## src/rtl/word_byte_serializer.sv

```systemverilog
// -----------------------------------------------------------------------------
// word_byte_serializer
//
// Feeds the 4:1 byte-select mux stage. A 32-bit word is taken over a
// valid/ready handshake and its four bytes are held on registered lane
// outputs. The 2-bit select then steps through the valid bytes, one per
// accepted output beat, so the mux output streams bytes downstream.
// A short final word (1..3 valid bytes), an end-of-message marker and a
// running byte count are supported.
//
// Ports:
//   clk, rst_n          rising-edge clock, asynchronous active-low reset
//   in_valid/in_ready   upstream word handshake
//   in_word             word, byte k at in_word[8k+7:8k]
//   in_nbytes           valid bytes in in_word (1..4; 0 or >4 means 4)
//   in_last             word is the final word of the message
//   lane0..lane3        registered bytes 0..3 to mux inputs a0..a3
//   sel                 registered mux select (index of presented byte)
//   out_valid/out_ready downstream byte handshake
//   out_last            presented byte is the final byte of the message
//   byte_count          beats since reset or since the last out_last beat
// -----------------------------------------------------------------------------
module word_byte_serializer #(
    parameter int CNT_W = 16
) (
    input  logic             clk,
    input  logic             rst_n,
    input  logic             in_valid,
    output logic             in_ready,
    input  logic [31:0]      in_word,
    input  logic [2:0]       in_nbytes,
    input  logic             in_last,
    output logic [7:0]       lane0,
    output logic [7:0]       lane1,
    output logic [7:0]       lane2,
    output logic [7:0]       lane3,
    output logic [1:0]       sel,
    output logic             out_valid,
    input  logic             out_ready,
    output logic             out_last,
    output logic [CNT_W-1:0] byte_count
);

    typedef enum logic [0:0] {
        IDLE  = 1'b0,
        SHIFT = 1'b1
    } state_t;

    state_t     state;
    state_t     state_next;

    logic [1:0] cnt;        // index of the last valid byte of the held word
    logic       last_flag;  // held word closes the message
    logic [1:0] load_cnt;   // last-byte index derived from in_nbytes
    logic       beat;
    logic       final_beat;
    logic       load;

    // Out-of-range byte counts (0, 5..7) fall back to a full word.
    always_comb begin
        case (in_nbytes)
            3'd1:    load_cnt = 2'd0;
            3'd2:    load_cnt = 2'd1;
            3'd3:    load_cnt = 2'd2;
            default: load_cnt = 2'd3;
        endcase
    end

    // NOTE: every signal driven here gets a default first so no path through
    // the case leaves it unassigned and turns it into a latch.
    always_comb begin
        state_next = state;
        in_ready   = 1'b0;
        out_valid  = 1'b0;
        out_last   = 1'b0;
        beat       = 1'b0;
        final_beat = 1'b0;
        case (state)
            IDLE: begin
                // rst_n gates in_ready so it reads 0 for the whole reset
                // window, not just once the flops have cleared.
                in_ready = rst_n;
                if (in_valid && rst_n) begin
                    state_next = SHIFT;
                end
            end
            SHIFT: begin
                out_valid  = 1'b1;
                out_last   = last_flag && (sel == cnt);
                beat       = out_ready;
                final_beat = out_ready && (sel == cnt);
                // Accepting in the final-byte cycle gives back-to-back words
                // with no idle cycle between them.
                if (final_beat) begin
                    in_ready = rst_n;
                    if (!in_valid) begin
                        state_next = IDLE;
                    end
                end
            end
            default: state_next = IDLE;
        endcase
    end

    assign load = in_valid && in_ready;

    // NOTE: sequential state uses non-blocking assignments so every flop
    // samples pre-edge values regardless of statement order.
    always_ff @(posedge clk or negedge rst_n) begin
        if (!rst_n) begin
            state <= IDLE;
        end else begin
            state <= state_next;
        end
    end

    // NOTE: the lanes are a handful of flops on the output path, not a RAM,
    // so they are reset with everything else; that keeps the mux inputs at a
    // known zero after reset.
    always_ff @(posedge clk or negedge rst_n) begin
        if (!rst_n) begin
            lane0      <= '0;
            lane1      <= '0;
            lane2      <= '0;
            lane3      <= '0;
            sel        <= '0;
            cnt        <= '0;
            last_flag  <= 1'b0;
            byte_count <= '0;
        end else begin
            if (load) begin
                lane0     <= in_word[7:0];
                lane1     <= in_word[15:8];
                lane2     <= in_word[23:16];
                lane3     <= in_word[31:24];
                sel       <= 2'd0;
                cnt       <= load_cnt;
                last_flag <= in_last;
            end else if (beat) begin
                sel <= final_beat ? 2'd0 : sel + 2'd1;
            end

            // Clearing on the message's last byte makes the next message's
            // first byte read 0.
            if (beat) begin
                byte_count <= out_last ? '0 : byte_count + 1'b1;
            end
        end
    end

endmodule

```

## config.mk

```make
export PLATFORM = sky130hd
export DESIGN_NAME = word_byte_serializer
export DESIGN_NICKNAME = d
export VERILOG_FILES = /design/src/rtl/word_byte_serializer.sv
export SDC_FILE = /design/constraint.sdc
export NUM_CORES = 1
export LEC_CHECK = 0
export CORE_MARGIN = 1
export CORE_UTILIZATION = 46
export DETAILED_ROUTE_END_ITERATION = 10
export PLACE_DENSITY_LB_ADDON = 0.3
export SKIP_CTS_REPAIR_TIMING = 1
export SLEW_MARGIN = 20
export SYNTH_ARGS = -nofsm -noshare
export SYNTH_HDL_FRONTEND = slang
export SYNTH_SLANG_ARGS = --single-unit
```

## constraint.sdc

```tcl
create_clock -name clk -period 4.2 [get_ports clk]
set_clock_uncertainty 0.1 [all_clocks]
set_input_delay 0.42 -clock clk [delete_from_list [all_inputs] [get_ports clk]]
set_output_delay 0.42 -clock clk [all_outputs]
set_load 0.02 [all_outputs]
```

=== Yosys cells after proc, flatten, opt, wreduce, memory -nomap -nowiden ===
Cells that the tools add are included.
Widths: inputs -> output; s select.

* Add/subtract/negate cells: 2
* Multipliers: 0
* Divide/modulo/power cells: 0
* $lt $le $gt $ge: 0
* Eq/ne operators: 4
* Shifts and indexed selects: 0
* Mux-type cells: 15
* Bitwise logic cells: 1
* Reduce and logical (&&, ||, !) cells: 5

{| class="wikitable"
|+ Operators by type and width
! operator !! count
|-
| $add 16x1->16 const B || 1
|-
| $mux 16 || 1
|-
| $mux 1 || 8
|-
| $eq 3x2->1 const B || 2
|-
| $mux 2 || 3
|-
| $pmux 2 s3 || 1
|-
| $logic_and 1x1->1 || 4
|-
| $pmux 1 s2 || 2
|-
| $eq 3x1->1 const B || 1
|-
| $add 2x1->2 const B || 1
|-
| $eq 2x2->1 || 1
|-
| $reduce_bool 2->1 || 1
|-
| $not 1->1 || 1
|}

* Register bits after elaboration: 54
* Bits in latches: 0
* RAM bits: 0
* Memory bits (read-only): 0
* Input bits: 40
* Output and inout port bits: 53
* Memories kept: 0

=== Depth between registers and ports, before layout ===
Gate-level depths: netlist (run 1).

* Word-level depth: 6
* Gate-level depth with buffers: 5
* Gate-level depth less buffers: 5

=== Worst setup path before layout (run 1) ===
OpenSTA, ideal clock, no wires.

* Path kind: register to register
* Start: register sel[1]
* End: register lane0[7]
* Library setup time: 125 ps
* Data arrival time: 1720 ps
* Required time: 3975 ps
* Path slack: 2255 ps
* Cell stages (with the launch flop): 6
* Path buffers: 1
* Period minus slack after synthesis: 1945 ps
* Path through: dfrtp_1 > xnor2_1 > nand3_2 > a21oi_4 > buf_8 > mux2_2

* Word-level cells in the longest chain between the ends: 5

{| class="wikitable"
|+ RTL lines
! element !! RTL line !! source
|-
| from (decl) || 37 || <nowiki>output logic [1:0] sel,</nowiki>
|-
| from (signal assigned) || 140 || <nowiki>sel <= final_beat ? 2'd0 : sel + 2'd1;</nowiki>
|-
| $eq 2x2->1 || 91 || <nowiki>final_beat = out_ready && (sel == cnt);</nowiki>
|-
| $logic_and 1x1->1 || 91 ||
|-
| $mux 1 || 94 || <nowiki>if (final_beat) begin</nowiki>
|-
| $pmux 1 s2 || 78 || <nowiki>case (state)</nowiki>
|-
| $logic_and 1x1->1 || 105 || <nowiki>assign load = in_valid && in_ready;</nowiki>
|-
| to (signal assigned) || 132 || <nowiki>lane0 <= in_word[7:0];</nowiki>
|-
| to (decl) || 33 || <nowiki>output logic [7:0] lane0,</nowiki>
|}

Every way passes these cells.
A chain may end at the register's enable or synchronous reset.

=== Worst setup path in the final report (run 1) ===
* Start: input out_ready
* End: output in_ready

* Word-level cells in the longest chain between the ends: 3

{| class="wikitable"
|+ RTL lines
! element !! RTL line !! source
|-
| from (decl) || 39 || <nowiki>input logic out_ready,</nowiki>
|-
| $logic_and 1x1->1 || 91 ||
|-
| $mux 1 || 94 ||
|-
| $pmux 1 s2 || 78 ||
|-
| to (decl) || 29 || <nowiki>output logic in_ready,</nowiki>
|}

Every way passes these cells.

==> results of run 1 <==
## critical path, stage by stage
cell and delay [ns]:
clkdlybuf4s50_1 0.68, nand3_2 0.18, nand2_1 0.16, and2_1 0.14
clkdlybuf4s50_1 0.59
## cell families after synthesis
| family | synth area share (%) |
|---|---|
| mux | 16.6 |
| xor+xnor | 6.26 |
| simple gates | 12.6 |
| buf+inv | 2.92 |
| compound gates | 3.72 |
| flops | 57.3 |
| fa+ha+maj | 0.531 |
## worst paths after layout
check | from | end | slack (ns) | cells after the start
min in group clk | lane1[5] | lane1[5] | 0.40 | 1
min | rst_n | byte_count[1] | 0.17 | 2
max in group asynchronous | rst_n | lane1[1] | 3.37 | 2
max reg2reg | sel[1] | lane2[3] | 1.77 | 4
min reg2reg | lane1[5] | lane1[5] | 0.40 | 1
max | out_ready | in_ready | 1.51 | 5
## per-layer routing
| layer | wire length (microns) | global-route usage (%) | vias up |
|---|---|---|---|
| li1 | - | - | 833 |
| met1 | 2110 | 22.1 | 870 |
| met2 | 2450 | 33.9 | 55 |
| met3 | 407 | 8.37 | 7 |
| met4 | 55 | 5.77 | 0 |
| met5 | 0 | 0 | - |
## state kept, by name, summed over array words and instances, names as in the netlist
| name | cells |
|---|---|
| sel | 2 |
| last_flag | 1 |
| byte_count | 16 |
| state | 1 |
| lane1 | 8 |
| cnt | 2 |
| lane2 | 8 |
| lane0 | 8 |
| lane3 | 8 |
## layout make-up
type	instances	area, sq um	share of cell area [%]
repair buffers	94	931	27.2
inverters	3	11.3	0.328
multi-input cells	121	937	27.3
clock inverters	3	45.0	1.31
well taps	67	83.8	2.45
clock buffers	5	68.8	2.01
flip-flops and latches	54	1350	39.4
## cell usage in the layout, fill, tap and decap left out
master	count
a21oi_1	1
a21oi_4	1
a2bb2oi_1	2
a311o_1	1
a31oi_1	1
and2_1	3
and3_1	1
and4_1	2
buf_2	1
buf_4	2
bufinv_16	1
clkbuf_8	5
clkdlybuf4s50_1	91
clkinvlp_4	2
dfrtp_1	54
ha_1	1
inv_1	3
mux2_1	4
mux2_2	29
mux2i_1	2
nand2_1	10
nand3_1	6
nand3_2	1
nand4_1	5
nor2_1	16
nor3_1	5
nor3b_1	2
nor4_1	5
nor4b_1	1
o21ai_0	3
o22a_1	2
or2_2	1
xnor2_1	12
xnor2_2	1
xor2_1	3
## power breakdown
group	internal, mW	total, mW	leakage, nW	switching, mW
Sequential	0.725	0.878	0.666	0.153
Combinational	0.578	1.08	0.674	0.505
Clock	0.177	0.341	0.0504	0.164
Total	1.48	2.30	1.39	0.822
## through the flow
stage | hold WS (ns) | utilization [%]
2_1_floorplan | 0.0244 | -
6_report | 0.174 | 71.2
3_3_place_gp | 0.368 | 68.8
4_1_cts | 0.205 | 71.2
3_5_place_dp | 0.378 | 68.8
5_1_grt | 0.232 | 71.2
==> results.json, run 1 <==
{
  "dp_slack_ns": 1.40,
  "ys_seq_area_share_pct": 57.3,
  "htreeDepth": 2,
  "ys_seq_elements": 54,
  "drt_wl_total_microns": 5030,
  "setup_viol_count_final": 0,
  "numCtsBuffers": 5,
  "syn_area_sq_um": 2360,
  "drtIter0Drc": 72,
  "fin_crit_sh_pct": 64.0,
  "syn_inst": 184,
  "p_leak_nw": 1.39,
  "fin_nets": 320,
  "p_per_area_nw_per_um2": 672,
  "layout-drive-gt1-share_pct": 15.7,
  "power.total_mw": 2.30,
  "cts.path.max_buffers": 2,
  "ant_nets": 0,
  "end_kind": "output pin",
  "die_area_sq_um": 5410,
  "grt_pass1_wl_microns": 7980,
  "cts_tree": "done",
  "worstPathMaxFanout": 10,
  "cts.clk_slew.worst_paths_ns": 0.09,
  "arrival_ns": 2.17,
  "fmaxAchievable_mhz": 372,
  "area_growth_pct": 45.4,
  "fin_setup_tns_ns": 0,
  "yosys.area.top_type": "dfrtp_1",
  "io_buffers": 92,
  "row_count": 25,
  "fin_crit_ns": 2.69,
  "fin_cells": 347,
  "grt_pass1_vias": 1766,
  "hp-class": "in -> async",
  "dp.cells": 339,
  "synth_most_common_cell": "dfrtp_1",
  "grt_max_degree": 57,
  "cts.sinks": 54,
  "vdd_drop_max_mv": 0.431,
  "crit_path_start_kind": "input pin",
  "hold_violations": 0,
  "die_x_microns": 73.6,
  "first_pass_iters": 4,
  "avgSynthCellArea_sq_um": 12.8,
  "post-route-drc-count": 0,
  "yosys_warnings": 0,
  "synth-edff-count": 0,
  "cp.required_ns": 3.68,
  "hpwl_microns": 3680,
  "die_h_microns": 73.6,
  "ys_async_sr_fraction_pct": 100,
  "clockRootBuffer": "clkbuf_8",
  "synth_ff_type": "dfrtp_1",
  "maxSlewHeadroom_pct": 32.3,
  "vias": 1765,
  "placed_area_sq_um": 3310,
  "status": "finished clean",
  "maxCapViolations": 0,
  "initial_core_util_pct": 48.9,
  "vias_per_cell": 5.09,
  "pin_count": 93,
  "antenna_found_initial": 0,
  "synth_common_cells": "dfrtp_1, mux2_2, nor2_1",
  "clock_latency_ns": 0.30,
  "core-area_sq_um": 4820,
  "fillers": 352,
  "fin_ws_ns": 1.51,
  "gp_congestion": 0.760,
  "syn-num-nets": 225,
  "drv_slew": 0,
  "rsz0062_at_grt": "false",
  "yosysUniqueCellTypes": 32,
  "overflow": 0,
  "synth_area_leaders": "dfrtp_1, mux2_2, xnor2_1, nor2_1, buf_8",
  "crit_type": "in -> out",
  "worst_pin_slew_ns": 1.01,
  "design_area_sq_um": 3430,
  "grt_usage_pct": 19.7,
  "antenna_cells": 0,
  "wl_per_cell_microns": 14.5,
  "synth.top_cell.area_share_pct": 57.3
}
(Power assumes the default switching activity.)
==> inputs of run 2 (changes only) <==
Settings changed: CORE_UTILIZATION 46 to 43.
Clock period 4.2 ns to 2.75 ns, I/O delays scaled along.
==> results.json, run 2 (same netlist as run 1, synthesis figures left out) <==
{
  "antenna_found_initial": 0,
  "largest-register": "byte_count",
  "fin_crit_sh_pct": 91.6,
  "io_buffers": 92,
  "rsz0062_at_grt": "false",
  "cp.required_ns": 2.38,
  "fin_nets": 324,
  "p_clk_share_pct": 11.9,
  "drt_wl_total_microns": 5040,
  "regArea_sq_um": 1350,
  "die_x_microns": 76.0,
  "grt_busiest_layer": "met2",
  "maxCapViolations": 0,
  "hpwl_microns": 3720,
  "die_h_microns": 76.0,
  "cts.clk_slew.worst_paths_ns": 0.09,
  "status": "finished clean",
  "power_switching_mw": 1.23,
  "area_growth_pct": 45.4,
  "fmaxAchievable_mhz": 397,
  "ant_nets": 0,
  "arrival_ns": 2.14,
  "layout.cells.most_common": "clkdlybuf4s50_1",
  "wl_per_cell_microns": 14.3,
  "grt_pass1_vias": 1820,
  "layout-drive-gt1-share_pct": 15.5,
  "vias_per_cell": 4.98,
  "path_cells": "xnor2_1, and2_1, and3_1, clkdlybuf4s50_1",
  "largest_register_ffs": 16,
  "grtUsageMet2_pct": 30.9,
  "power.total_mw": 3.40,
  "cts_tree": "done",
  "row_count": 26,
  "clock_latency_ns": 0.30,
  "worstPathMaxFanout": 5,
  "fin_crit_ns": 2.52,
  "gp_congestion": 0.772,
  "end_kind": "output pin",
  "htreeDepth": 2,
  "max_stage_delay_ns": 0.61,
  "hp-class": "in -> async",
  "vdd_drop_max_mv": 0.575,
  "overflow": 0,
  "fillers": 417,
  "hold_slack_ns": 0.257,
  "grtUsageMet3_pct": 6.95,
  "post-route-drc-count": 0,
  "grt_usage_pct": 18.6,
  "multi_input_comb_area_sq_um": 937,
  "crit_type": "reg -> out",
  "crit_path_top_delay_cell": "clkdlybuf4s50_1",
  "cts.path.max_buffers": 2,
  "setup_viol_count_final": 0,
  "crit_path_start_kind": "flip-flop",
  "clockRootBuffer": "clkbuf_8",
  "die_area_sq_um": 5780,
  "grt_use_met1_pct": 21.6,
  "grt_pass1_wl_microns": 8490,
  "drtIter0Drc": 106,
  "antenna_cells": 0,
  "grt_max_degree": 36,
  "layout_common_cells": "clkdlybuf4s50_1, dfrtp_1, mux2_2",
  "power_frac_comb_pct": 48.8,
  "vias": 1757,
  "drv_slew": 0,
  "first_pass_iters": 4,
  "initial_core_util_pct": 45.3,
  "p_int_mw": 2.17,
  "pin_count": 93,
  "core-area_sq_um": 5200,
  "worst_pin_slew_ns": 0.524,
  "numCtsBuffers": 5,
  "hold_violations": 0,
  "cts.sinks": 54,
  "p_leak_nw": 1.40,
  "swShare_pct": 36.2,
  "p_per_area_nw_per_um2": 994,
  "power_frac_seq_pct": 39.2,
  "maxSlewHeadroom_pct": 65.0,
  "fin_setup_tns_ns": 0
}
[run 2: worst paths after layout]
check / cells past startpoint / to / start / slack, ns
min in group clk: 1 / lane0[3] / lane0[3] / 0.40
min reg2reg: 1 / lane0[3] / lane0[3] / 0.40
min: 2 / byte_count[0] / rst_n / 0.26
max reg2reg: 5 / lane2[3] / sel[1] / 0.61
max in group asynchronous: 3 / lane1[1] / rst_n / 1.62
max: 4 / out_last / sel[1] / 0.23
[run 2: routing by layer]
layer  vias up  wire [microns]
met5         -               0
met1       844            2060
met3        11             418
met2        63            2450
li1        839               -
met4         0             114
[run 2: per-stage QoR]
step	util, %	cell area (sq um)	worst slack [ns]	instances
after global placement	64.2	3340	0.599	345
final	65.8	3430	0.232	353
after detailed placement	64.2	3340	0.583	345
after global routing	65.8	3430	0.109	353
after CTS	65.6	3420	0.231	352
after floorplan	-	2360	0.805	184
[run 2: final cells by class]
class | instances | area share, %
Clock buffer | 7 | 2.23
Timing Repair Buffer | 98 | 28.1
Inverter | 3 | 0.329
Multi-Input combinational cell | 121 | 27.3
Sequential cell | 54 | 39.4
Tap cell | 70 | 2.56
[run 2: power groups by stage]
stage / Sequential [mW] / Combinational (mW) / Clock (mW)
after floorplan: 1.68 / 0.546 / 0
after global placement: 1.33 / 1.65 / 0
after detailed placement: 1.35 / 1.67 / 0
after CTS: 1.34 / 1.68 / 0.428
after global routing: 1.38 / 1.76 / 0.449
final: 1.34 / 1.66 / 0.406
[run 2: worst max-delay path, delay by kind of cell (launching register included)]
| family | cells | cell delay (ns) |
|---|---|---|
| xor gates and xnor gates | 1 | 0.35 |
| buffers and inverters | 1 | 0.61 |
| DFF | 1 | 0.44 |
| and+or+nand+nor | 2 | 0.44 |
